[config.mk]
export PLATFORM = sky130hd
export DESIGN_NAME = if_fetch_unit
export DESIGN_NICKNAME = d
export VERILOG_FILES = /design/src/rtl/if_fetch_unit.sv
export SDC_FILE = /design/constraint.sdc
export NUM_CORES = 1
export LEC_CHECK = 0
export CORE_MARGIN = 2
export CORE_UTILIZATION = 40
export DETAILED_ROUTE_END_ITERATION = 6
export PLACE_DENSITY = 0.74
export SYNTH_ARGS = -nofsm -noshare
export SYNTH_HDL_FRONTEND = slang
export SYNTH_SLANG_ARGS = --single-unit
export TNS_END_PERCENT = 10
[constraint.sdc]
create_clock -name CLK -period 11.14 [get_ports CLK]
set_clock_uncertainty 0.1 [all_clocks]
set_input_delay 3.342 -clock CLK [delete_from_list [all_inputs] [get_ports CLK]]
set_output_delay 3.342 -clock CLK [all_outputs]
set_load 0.03 [all_outputs]
[src/rtl/if_fetch_unit.sv]
// Instruction-fetch front end: issues imem reads at PC_IF under a credit limit, tags them with
// their PC, and buffers returned words for decode over a valid/ready handshake.
module if_fetch_unit #(
  parameter int unsigned Q_DEPTH = 2,
  parameter int unsigned ADDR_W  = 32,
  parameter int unsigned DATA_W  = 32
) (
  input  logic              CLK,
  input  logic              RST,
  input  logic [ADDR_W-1:0] PC_IF,
  output logic              PC_EN,
  input  logic              FLUSH,
  output logic              imem_req_valid,
  input  logic              imem_req_ready,
  output logic [ADDR_W-1:0] imem_req_addr,
  input  logic              imem_resp_valid,
  input  logic [DATA_W-1:0] imem_resp_data,
  output logic              inst_valid,
  input  logic              inst_ready,
  output logic [ADDR_W-1:0] inst_pc,
  output logic [DATA_W-1:0] inst_data
);

  localparam int unsigned CntW = $clog2(Q_DEPTH) + 1;
  localparam int unsigned PtrW = $clog2(Q_DEPTH);

  typedef logic [CntW-1:0] cnt_t;
  typedef logic [PtrW-1:0] ptr_t;

  localparam cnt_t Depth = cnt_t'(Q_DEPTH);

  cnt_t outstanding_q, outstanding_d;
  cnt_t discard_q, discard_d;
  cnt_t q_count_q, q_count_d;
  ptr_t tag_wr_q, tag_wr_d, tag_rd_q, tag_rd_d;
  ptr_t q_wr_q, q_wr_d, q_rd_q, q_rd_d;

  logic [ADDR_W-1:0] tag_mem_q  [Q_DEPTH];
  logic [ADDR_W-1:0] pc_mem_q   [Q_DEPTH];
  logic [DATA_W-1:0] data_mem_q [Q_DEPTH];

  logic fire, q_pop, q_push, drop;
  cnt_t q_avail;

  always_comb begin
    inst_valid     = ~RST & (q_count_q != '0);
    inst_pc        = pc_mem_q[q_rd_q];
    inst_data      = data_mem_q[q_rd_q];
    q_pop          = inst_valid & inst_ready;
    // A slot freed by this cycle's pop is already available as a credit, which keeps
    // single-cycle imem fetch at one instruction per cycle.
    q_avail        = q_count_q - cnt_t'(q_pop);
    imem_req_valid = ~RST & ~FLUSH &
                     (({1'b0, outstanding_q} + {1'b0, q_avail}) < {1'b0, Depth});
    imem_req_addr  = PC_IF;
    fire           = imem_req_valid & imem_req_ready;
    PC_EN          = ~RST & (fire | FLUSH);
    drop           = imem_resp_valid & (FLUSH | (discard_q != '0));
    q_push         = imem_resp_valid & ~drop;
  end

  always_comb begin
    outstanding_d = outstanding_q + cnt_t'(fire) - cnt_t'(imem_resp_valid);
    discard_d     = (drop && (discard_q != '0)) ? discard_q - cnt_t'(1) : discard_q;
    tag_wr_d      = fire   ? tag_wr_q + ptr_t'(1) : tag_wr_q;
    tag_rd_d      = q_push ? tag_rd_q + ptr_t'(1) : tag_rd_q;
    q_wr_d        = q_push ? q_wr_q + ptr_t'(1) : q_wr_q;
    q_rd_d        = q_pop  ? q_rd_q + ptr_t'(1) : q_rd_q;
    q_count_d     = q_count_q + cnt_t'(q_push) - cnt_t'(q_pop);
    if (FLUSH) begin
      // Everything still in flight after this cycle is wrong-path; that count never
      // exceeds the in-flight total, so no separate clamp is needed.
      discard_d = outstanding_q - cnt_t'(imem_resp_valid);
      tag_rd_d  = tag_wr_q;
      q_rd_d    = q_wr_q;
      q_count_d = '0;
    end
  end

  always_ff @(posedge CLK) begin
    if (RST) begin
      outstanding_q <= '0;
      discard_q     <= '0;
      q_count_q     <= '0;
      tag_wr_q      <= '0;
      tag_rd_q      <= '0;
      q_wr_q        <= '0;
      q_rd_q        <= '0;
    end else begin
      assert (!(q_push && !q_pop && (q_count_q == Depth)));
      outstanding_q <= outstanding_d;
      discard_q     <= discard_d;
      q_count_q     <= q_count_d;
      tag_wr_q      <= tag_wr_d;
      tag_rd_q      <= tag_rd_d;
      q_wr_q        <= q_wr_d;
      q_rd_q        <= q_rd_d;
    end
  end

  always_ff @(posedge CLK) begin
    if (fire) begin
      tag_mem_q[tag_wr_q] <= PC_IF;
    end
    if (q_push) begin
      pc_mem_q[q_wr_q]   <= tag_mem_q[tag_rd_q];
      data_mem_q[q_wr_q] <= imem_resp_data;
    end
  end

endmodule
==> results.md, run 1 <==
* Final setup fails at 0
* Worst Setup Start Kind: input port
* Seq/Total Area, Yosys at 76.4%
* Maximum clock frequency at 98.7 MHz
* Initial Util at 40.5%
* Ys async rst share at 0%
* Vias at 3925
* Hold slack at 0.433 ns
* Worst path slowest cell: clkdlybuf4s50_1
* Worst hold path type: reg2reg
* Worst Path Required at 7.70 ns
* Fin crit period at 10.13 ns
* RSZ-0062 raised after global routing: false
* Most repeated library cell on the critical path: clkdlybuf4s50_1
* Pin count of the biggest net entering global routing at 65
* CTS Hold Bufs at 0
* FF+latch count, synth at 204
* Area leader, netlist: edfxtp_1
* Data arrival, critical path at 6.69 ns
* Finished Layout Cells at 831
* Clk Latency, worst-skew pair at 0.49 ns
* Overall power at 0.00178 W
* Total core area at 19400 um^2
* Drt drc at 0
* Setup Crit Path Kind: in2out
* DR vias/cell at 4.72
* Antenna fix cells at 0
* Tcrit/Tclk final at 90.9%
* Setup Fix Bufs, Post-CTS at 0
* Worst slew pin tran at 1.05 ns
* Post-CTS resize count at 0
* Synth cell types at 30
* Initial antenna violation count at 1
* Crit-path max FO at 11
* Gp weighted congestion at 0.738
* Clock transition at path regs at 0.06 ns
* Hold Crit Start: tag_wr_q
* Layout Nets at 629
* Gr usage total at 13.1%
* Crit path launch: RST
* Multi-input gate area at 1520 um^2
* Max VDD drop at 141 uV
* Global-route wire length before repair at 21200 um
* Crit path capture type: primary output
* Grt total ovfl at 0
* Routed Antenna Nets at 0
* 1st-pass router iterations at 4
* DIE AREA at 20800 um^2
* Initial DRC Count at 145
* Die Ht at 144 um
* Uppermost layer routed: met5
* Main synth FF type: edfxtp_1
* Crit-path cells: clkdlybuf4s50_1, o21ba_4, and2_2, ha_1, nand2b_1, fa_1, nand4_2, a21oi_1, clkdlybuf4s50_1
* CP delay by family, top: buffers and inverters
* Max cap viols at 0
* Row cnt at 51
* Synth top area cells: edfxtp_1 73%, mux2_2 13%, buf_4 4.0%, dfxtp_1 3.1%, ha_1 1.1%
* Clock Path Buffers at 3
* Die width at 144 um
* Synth top area share at 73.3%
* Buf+Inv Stages, Crit Path at 2
* H-Tree Depth at 1
* Layout filler cell count at 1570
* Met3 wire len at 937 um
* Static Leakage at 3.38 nW
* Mapped Cells at 403
* Root buf cell: clkbuf_16
* Post-synthesis cell area at 7860 um^2
* M1 WL at 5820 um
* Reg area at 6010 um^2
* Slew Viols, Final at 0
* CTS sink count at 204
* Layout cells sized above 1 at 24.2%
* Wirelength, routed at 14100 um
* Met2 WL post-DR at 7030 um
* Status: completed
* CTS tree: built
* # IOs at 169
* Syn-to-layout area delta at 30.4%
* YS warnings at 0
* Setup_tns at 0 ns
* Vias in the first global route at 4080
* Most frequent cells in the layout: 192 x edfxtp_1, 168 x clkdlybuf4s50_1, 94 x mux2_2
* Post-synth EDFFs at 192
* Commonest non-fill, non-tap cell in the layout: edfxtp_1
* Mapped Avg Cell Area at 19.5 um^2
* Pwr per Cell Area at 173 nW/um^2
* Port-buffer cells at 168
* DP Cell Count at 793
* CP peak stage delay at 0.77 ns
* Reg2Reg Launch Point: q_count_q[0]
* Max_slew headroom at 30.0%
* Final Hold Vio Count at 0
* Final HPWL from detailed placement at 8640 um
* Num CTS Buffers at 21
* WL/cell at 17.0 um
* Mapped Nets at 481
-- power breakdown --
part	total (W)	internal [W]	leakage, nW	switching [W]
logic	0.000213	0.000102	1.21	0.000111
registers	0.000894	0.000875	1.84	0.0000189
clock network	0.000669	0.000394	0.320	0.000276
total	0.00178	0.00137	3.38	0.000405
-- cells in the mapped netlist (all sizes together) (2+ instances only) --
master	n
mux2	96
xnor2	8
a21oi	3
dfxtp	12
nand2b	3
and2	3
buf	44
inv	10
a211oi	3
a21o	2
nor2	7
ha	7
edfxtp	192
-- cells by family after synthesis --
family                     share of synthesized area (%)
AOI/OAI and AO/OA                                   1.07
xor gates and xnor gates                            1.00
adders and majority gates                           1.37
buffers and inverters                               4.66
DFF                                                 76.4
muxes                                               13.9
and+or+nand+nor                                     1.62
-- state kept, by name, summed over array words and instances, names as in the netlist, named ones only --
signal / cells
data_mem_q: 64
pc_mem_q: 64
tag_mem_q: 64
discard_q: 2
outstanding_q: 2
q_count_q: 2
q_rd_q: 1
q_wr_q: 1
tag_rd_q: 1
tag_wr_q: 1
-- path summary, 6_finish.rpt --
| check | to | depth (start not counted) | slack, ns |
|---|---|---|---|
| setup reg to reg | tag_mem_q[1][6] | 7 | 7.81 |
| hold reg to reg | tag_wr_q | 1 | 0.43 |
| setup / recovery | PC_EN | 9 | 1.01 |
| hold / removal | tag_wr_q | 1 | 0.43 |
-- area by class of cell --
class                      count  area share [%]
clock inverter                12            1.10
clock buffer                  26            5.31
sequential                   204            58.6
inverter                      10           0.366
tap                          265            3.23
timing repair buffer         170            16.5
multi-input combinational    144            14.8
-- layer usage --
metal	GRT usage [%]	vias up
li1	-	1807
met3	3.41	33
met1	15.9	1953
met5	0	-
met4	3.42	2
met2	23.4	130
-- metrics by stage --
stage	utilization (%)	area, um^2	setup WS, ns
6_report	52.9	10300	1.01
5_1_grt	52.9	10300	0.897
4_1_cts	52.9	10300	1.02
3_5_place_dp	49.5	9600	1.03
3_3_place_gp	49.5	9600	1.09
2_1_floorplan	-	7860	2.36
Note: power is estimated with default switching activity, not from simulation.
==> inputs of run 2 (changes only) <==
--- a/config.mk
+++ b/config.mk
@@ -5,10 +5,11 @@
 export SDC_FILE = /design/constraint.sdc
 export NUM_CORES = 1
 export LEC_CHECK = 0
+export CORE_ASPECT_RATIO = 1.1
 export CORE_MARGIN = 2
-export CORE_UTILIZATION = 40
+export CORE_UTILIZATION = 50
 export DETAILED_ROUTE_END_ITERATION = 6
-export PLACE_DENSITY = 0.74
+export PLACE_DENSITY = 0.88
 export SYNTH_ARGS = -nofsm -noshare
 export SYNTH_HDL_FRONTEND = slang
 export SYNTH_SLANG_ARGS = --single-unit
==> run 2 against run 1 <==
First-iteration DRC count is 51% higher. Power increased by 0.87%. Hold slack worse by 0.0099 ns. Core utilization rose by 13 points. Clock power up 2%. Register-to-register slack improved by 0.02 ns. Combinational power barely moved. Fmax grew 0.80%. Non-clock buffer count unchanged. Critical path depth is the same. Largest cell class unchanged.
==> results.md, run 2 (synthesized netlist as in run 1, its figures left out) <==
* Initial Util at 50.5% (was 40.5%)
* Max cap viols at 0 (unchanged)
* Gp weighted congestion at 0.754 (was 0.738)
* DIE AREA at 16700 um^2 (was 20800 um^2)
* # IOs at 169 (unchanged)
* Area after DPL at 9510 um^2 (was 9600 um^2)
* Layout filler cell count at 1046 (was 1570)
* Setup Fix Bufs, Post-CTS at 0 (unchanged)
* Wirelength, routed at 13700 um (was 14100 um)
* Crit path to: PC_EN (unchanged)
* Crit-path max FO at 11 (unchanged)
* Most repeated library cell on the critical path: clkdlybuf4s50_1 (unchanged)
* Clk Latency, worst-skew pair at 0.47 ns (was 0.49 ns)
* Setup_tns at 0 ns (unchanged)
* Maximum clock frequency at 99.5 MHz (was 98.7 MHz)
* Initial DRC Count at 219 (was 145)
* Max_slew headroom at 33.1% (was 30.0%)
* H-Tree Depth at 1 (unchanged)
* FF-to-FF End: tag_mem_q[0][27] (was tag_mem_q[1][6])
* WL/cell at 18.0 um (was 17.0 um)
* Static Leakage at 3.39 nW (was 3.38 nW)
* Layout Nets at 628 (was 629)
* Worst path slowest cell: clkdlybuf4s50_1 (unchanged)
* Worst slew pin tran at 1.00 ns (was 1.05 ns)
* CTS sink count at 204 (unchanged)
* Routed Antenna Nets at 0 (unchanged)
* Gr usage total at 16.3% (was 13.1%)
* Final Hold Vio Count at 0 (unchanged)
* Most frequent cells in the layout: 192 x edfxtp_1, 168 x clkdlybuf4s50_1, 94 x mux2_2 (unchanged)
* Row cnt at 48 (was 51)
* Data arrival, critical path at 6.61 ns (was 6.69 ns)
* Worst Setup Start Kind: input port (unchanged)
* Crit. path cell count at 9 (unchanged)
* Die width at 124 um (was 144 um)
* DR vias/cell at 5.07 (was 4.72)
* Worst hold path type: reg2reg (unchanged)
* Vias in the first global route at 4213 (was 4080)
* Post-route cell area at 10200 um^2 (was 10300 um^2)
* Overall power at 0.00179 W (was 0.00178 W)
* Max VDD drop at 106 uV (was 141 uV)
* Clock Path Buffers at 3 (unchanged)
* Initial antenna violation count at 0 (was 1)
* Tcrit/Tclk final at 90.2% (was 90.9%)
* Grt total ovfl at 0 (unchanged)
* Die Ht at 136 um (was 144 um)
* Finished Layout Cells at 763 (was 831)
* Vias at 3871 (was 3925)
* CTS tree: built (unchanged)
* Layout cells sized above 1 at 24.5% (was 24.2%)
* Antenna fix cells at 0 (unchanged)
* Status: completed (unchanged)
* FF-to-FF setup slack at 7.83 ns (was 7.81 ns)
* Root buf cell: clkbuf_16 (unchanged)
* Reg2Reg Launch Point: q_count_q[0] (unchanged)
* Crit path launch: RST (unchanged)
* Crit-path cells: clkdlybuf4s50_1, o21ba_4, and2_2, ha_1, nand2b_1, fa_1, nand4_2, a21oi_1, clkdlybuf4s50_1 (unchanged)
* Hold Crit Start: tag_wr_q (unchanged)
* 1st-pass router iterations at 4 (unchanged)
* CTS Hold Bufs at 0 (unchanged)
* Pwr per Cell Area at 176 nW/um^2 (was 173 nW/um^2)
* RSZ-0062 raised after global routing: false (unchanged)
* Final HPWL from detailed placement at 8800 um (was 8640 um)
* Regs by FF count: data_mem_q: 64 flops, pc_mem_q: 64 flops, tag_mem_q: 64 flops (unchanged)
* Final setup fails at 0 (unchanged)
* CP peak stage delay at 0.74 ns (was 0.77 ns)
* Total core area at 15600 um^2 (was 19400 um^2)
* Global-route wire length before repair at 21200 um (about the same)
* Syn-to-layout area delta at 29.7% (was 30.4%)
* Worst reg-to-reg path cell count at 7 (unchanged)
* Crit path capture type: primary output (unchanged)
* Pin count of the biggest net entering global routing at 65 (unchanged)
* Clock transition at path regs at 0.06 ns (about the same)
* Setup Crit Path Kind: in2out (unchanged)
* Num CTS Buffers at 20 (was 21)
* Drt drc at 0 (unchanged)
* Slew Viols, Final at 0 (unchanged)
* CP delay by family, top: buffers and inverters (unchanged)
* DP Cell Count at 728 (was 793)
* Port-buffer cells at 168 (unchanged)
* Buf+Inv Stages, Crit Path at 2 (unchanged)
* Post-CTS resize count at 0 (unchanged)
* Worst Path Required at 7.70 ns (about the same)
* Commonest non-fill, non-tap cell in the layout: edfxtp_1 (unchanged)
* Fin crit period at 10.05 ns (was 10.13 ns)
[run 2: cell types whose count changed in the layout (fill, tap and decap cells not counted)]
cell,previous run,this run
clkbuf_8,0,1
clkbuf_1,5,1
clkinvlp_2,1,0
bufinv_16,2,3
clkinvlp_4,0,1
inv_6,1,0
[run 2: report_power, final]
part / switching, W / total, W / internal [W]
combinational: 0.000111 / 0.000213 / 0.000102
sequential: 0.0000191 / 0.000894 / 0.000875
clock: 0.000266 / 0.000684 / 0.000418
[run 2: how the worst min path moves through the flow]
stage	end	slack, ns	cells after the start
3_3_place_gp	tag_wr_q	0.40	1
6_report	tag_wr_q	0.42	1
3_5_place_dp	tag_wr_q	0.41	1
4_1_cts	tag_wr_q	0.43	1
2_1_floorplan	tag_wr_q	0.35	1
5_1_grt	pc_mem_q[1][7]	0.48	1
[run 2: area by class of cell]
type | count | area [um^2] | area share [%]
clock inverters | 12 | 136 | 1.34
inverters | 10 | 37.5 | 0.368
multi-input cells | 144 | 1520 | 14.9
clock buffers | 23 | 543 | 5.33
flip-flops and latches | 204 | 6010 | 59.0
well taps | 200 | 250 | 2.45
repair buffers | 170 | 1700 | 16.6
[run 2: layer usage]
metal | vias to the layer above | GRT usage [%] | part of all wire [%]
li1 | 1805 | - | -
met1 | 1909 | 20.2 | 40
met2 | 137 | 28.9 | 51
met3 | 20 | 3.75 | 7.0
met4 | 0 | 3.91 | 1.5
met5 | - | 0 | 0
[run 2: per-stage QoR]
stage / worst slack [ns] / util [%] / hold slack, ns
floorplan: 2.36 / - / 0.350
global placement: 1.15 / 61.2 / 0.404
detailed placement: 1.11 / 61.2 / 0.415
CTS: 1.08 / 65.5 / 0.429
global route: 0.919 / 65.5 / 0.478
finish: 1.09 / 65.5 / 0.423
==> inputs of run 3 (changes only) <==
--- a/config.mk
+++ b/config.mk
@@ -5,11 +5,13 @@
 export SDC_FILE = /design/constraint.sdc
 export NUM_CORES = 1
 export LEC_CHECK = 0
+export CELL_PAD_IN_SITES_DETAIL_PLACEMENT = 1
+export CELL_PAD_IN_SITES_GLOBAL_PLACEMENT = 1
 export CORE_ASPECT_RATIO = 1.1
 export CORE_MARGIN = 2
-export CORE_UTILIZATION = 50
+export CORE_UTILIZATION = 46
 export DETAILED_ROUTE_END_ITERATION = 6
-export PLACE_DENSITY = 0.88
+export PLACE_DENSITY = 0.94
 export SYNTH_ARGS = -nofsm -noshare
 export SYNTH_HDL_FRONTEND = slang
 export SYNTH_SLANG_ARGS = --single-unit
==> run 3 against run 2 <==
Hold slack better by 0.037 ns. Via count is 1.3% higher. Highest routed layer unchanged. Final cell count rose by 1.0%. Critical path depth unchanged. Sequential power hardly changed. Critical path type unchanged.
==> results.md, run 3 (synthesized netlist as in run 1, its figures left out) <==
* Clk Latency, worst-skew pair at 0.48 ns (was 0.47 ns)
* Max VDD drop at 110 uV (was 106 uV)
* Post-route setup slack at 0.973 ns (was 1.09 ns)
* Slew Viols, Final at 0 (unchanged)
* RSZ-0062 raised after global routing: false (unchanged)
* Max cap viols at 0 (unchanged)
* Final setup fails at 0 (unchanged)
* Grt total ovfl at 0 (unchanged)
* Buf+Inv Stages, Crit Path at 2 (unchanged)
* Syn-to-layout area delta at 29.0% (was 29.7%)
* Setup Fix Bufs, Post-CTS at 0 (unchanged)
* Final Hold Vio Count at 0 (unchanged)
* CP delay by family, top: buffers and inverters (unchanged)
* Pin count of the biggest net entering global routing at 65 (unchanged)
* Static Leakage at 3.36 nW (was 3.39 nW)
* Most frequent cells in the layout: 192 x edfxtp_1, 168 x clkdlybuf4s50_1, 94 x mux2_2 (unchanged)
* Initial antenna violation count at 0 (unchanged)
* Final HPWL from detailed placement at 10500 um (was 8800 um)
* Port-buffer cells at 168 (unchanged)
* Tcrit/Tclk final at 91.3% (was 90.2%)
* Commonest non-fill, non-tap cell in the layout: edfxtp_1 (unchanged)
* Maximum clock frequency at 98.4 MHz (was 99.5 MHz)
* Num CTS Buffers at 21 (was 20)
* Data arrival, critical path at 6.72 ns (was 6.61 ns)
* Total core area at 16900 um^2 (was 15600 um^2)
* Fin crit period at 10.17 ns (was 10.05 ns)
* Initial Util at 46.5% (was 50.5%)
* # IOs at 169 (unchanged)
* Crit-path cells: clkdlybuf4s50_1, o21ba_4, and2_2, ha_1, nand2b_1, fa_1, nand4_2, a21oi_1, clkdlybuf4s50_1 (unchanged)
* CTS Hold Bufs at 0 (unchanged)
* Pwr per Cell Area at 172 nW/um^2 (was 176 nW/um^2)
* 1st-pass router iterations at 4 (unchanged)
* DIE AREA at 18200 um^2 (was 16700 um^2)
* Layout filler cell count at 1487 (was 1046)
* Clock transition at path regs at 0.06 ns (about the same)
* Most repeated library cell on the critical path: clkdlybuf4s50_1 (unchanged)
* H-Tree Depth at 1 (unchanged)
* Max_slew headroom at 29.9% (was 33.1%)
* DR vias/cell at 5.08 (was 5.07)
* Setup Crit Path Kind: in2out (unchanged)
* Die Ht at 141 um (was 136 um)
* Core Util, Final at 60.0% (was 65.5%)
* Gp weighted congestion at 0.753 (was 0.754)
* Worst slew pin tran at 1.05 ns (was 1.00 ns)
* Worst Setup Start Kind: input port (unchanged)
* Worst Path Required at 7.70 ns (about the same)
* Antenna fix cells at 0 (unchanged)
* Layout cells sized above 1 at 24.0% (was 24.5%)
* Hold slack at 0.460 ns (was 0.423 ns)
* Gr usage total at 17.6% (was 16.3%)
* Vias at 3920 (was 3871)
* WL/cell at 21.0 um (was 18.0 um)
* Regs by FF count: data_mem_q: 64 flops, pc_mem_q: 64 flops, tag_mem_q: 64 flops (unchanged)
* Routed Antenna Nets at 0 (unchanged)
* Vias in the first global route at 4379 (was 4213)
* Layout Nets at 629 (was 628)
* Root buf cell: clkbuf_16 (unchanged)
* Die width at 129 um (was 124 um)
* CP peak stage delay at 0.80 ns (was 0.74 ns)
* Clock Path Buffers at 3 (unchanged)
* CTS sink count at 204 (unchanged)
* CTS tree: built (unchanged)
* Setup_tns at 0 ns (unchanged)
* Row cnt at 50 (was 48)
* Drt drc at 0 (unchanged)
* Post-CTS resize count at 0 (unchanged)
* Finished Layout Cells at 771 (was 763)
* Crit-path max FO at 11 (unchanged)
* Wirelength, routed at 16200 um (was 13700 um)
* Initial DRC Count at 166 (was 219)
* Global-route wire length before repair at 24400 um (was 21200 um)
* Worst path slowest cell: clkdlybuf4s50_1 (unchanged)
* Crit path capture type: primary output (unchanged)
* Pre-CTS setup slack at 0.987 ns (was 1.11 ns)
* DP Cell Count at 736 (was 728)
* Status: completed (unchanged)
* Worst hold path type: reg2reg (unchanged)
[run 3: cell count changes in the layout (fill, tap and decap cells not counted), sizes merged]
cell      previous run  this run
clkinvlp             1         0
clkinv               8        10
bufinv               3         1
inv                 10        11
[run 3: where the power goes]
| group | switching (W) | total (W) | leakage [nW] | internal (W) |
|---|---|---|---|---|
| sequential | 0.0000200 | 0.000895 | 1.84 | 0.000875 |
| combinational | 0.000115 | 0.000217 | 1.21 | 0.000103 |
| clock | 0.000269 | 0.000635 | 0.305 | 0.000366 |
[run 3: final timing paths]
| kind | from | endpoint | slack [ns] | cells past startpoint |
|---|---|---|---|---|
| worst max-delay path | RST | PC_EN | 0.97 | 9 |
| worst min-delay path | tag_mem_q[0][27] | pc_mem_q[1][27] | 0.46 | 1 |
| worst max register to register | q_count_q[1] | tag_mem_q[0][29] | 7.78 | 7 |
| worst min register to register | tag_mem_q[0][27] | pc_mem_q[1][27] | 0.46 | 1 |
[run 3: through the flow]
stage / cell area (um^2) / power, W
2_1_floorplan: 7860 / 0.00104
4_1_cts: 10100 / 0.00177
6_report: 10100 / 0.00175
5_1_grt: 10100 / 0.00181
3_5_place_dp: 9520 / 0.00113
3_3_place_gp: 9520 / 0.00112
[run 3: cell type report]
type / count / area [um^2] / area share (%)
inverters: 10 / 37.5 / 0.370
clock buffers: 23 / 533 / 5.26
repair buffers: 170 / 1700 / 16.7
flip-flops and latches: 204 / 6010 / 59.3
multi-input cells: 144 / 1520 / 15.0
clock inverters: 12 / 81.3 / 0.802
well taps: 208 / 260 / 2.57
[run 3: metal layers]
metal / up-vias / global-route usage (%) / wire, um
li1: 1792 / - / -
met1: 1947 / 21.1 / 6360
met2: 156 / 32.2 / 8450
met3: 25 / 3.76 / 1100
met4: 0 / 4.52 / 274
met5: - / 0 / 0
[run 3: worst register-to-register path, delay by kind of cell (launching register included)]
| kind | cells | cell delay (ns) |
|---|---|---|
| flip-flops | 1 | 0.35 |
| adder cells (fa/ha/maj) | 2 | 0.80 |
| AND/OR/NAND/NOR | 4 | 1.48 |
| AO/OA/AOI/OAI | 1 | 0.22 |
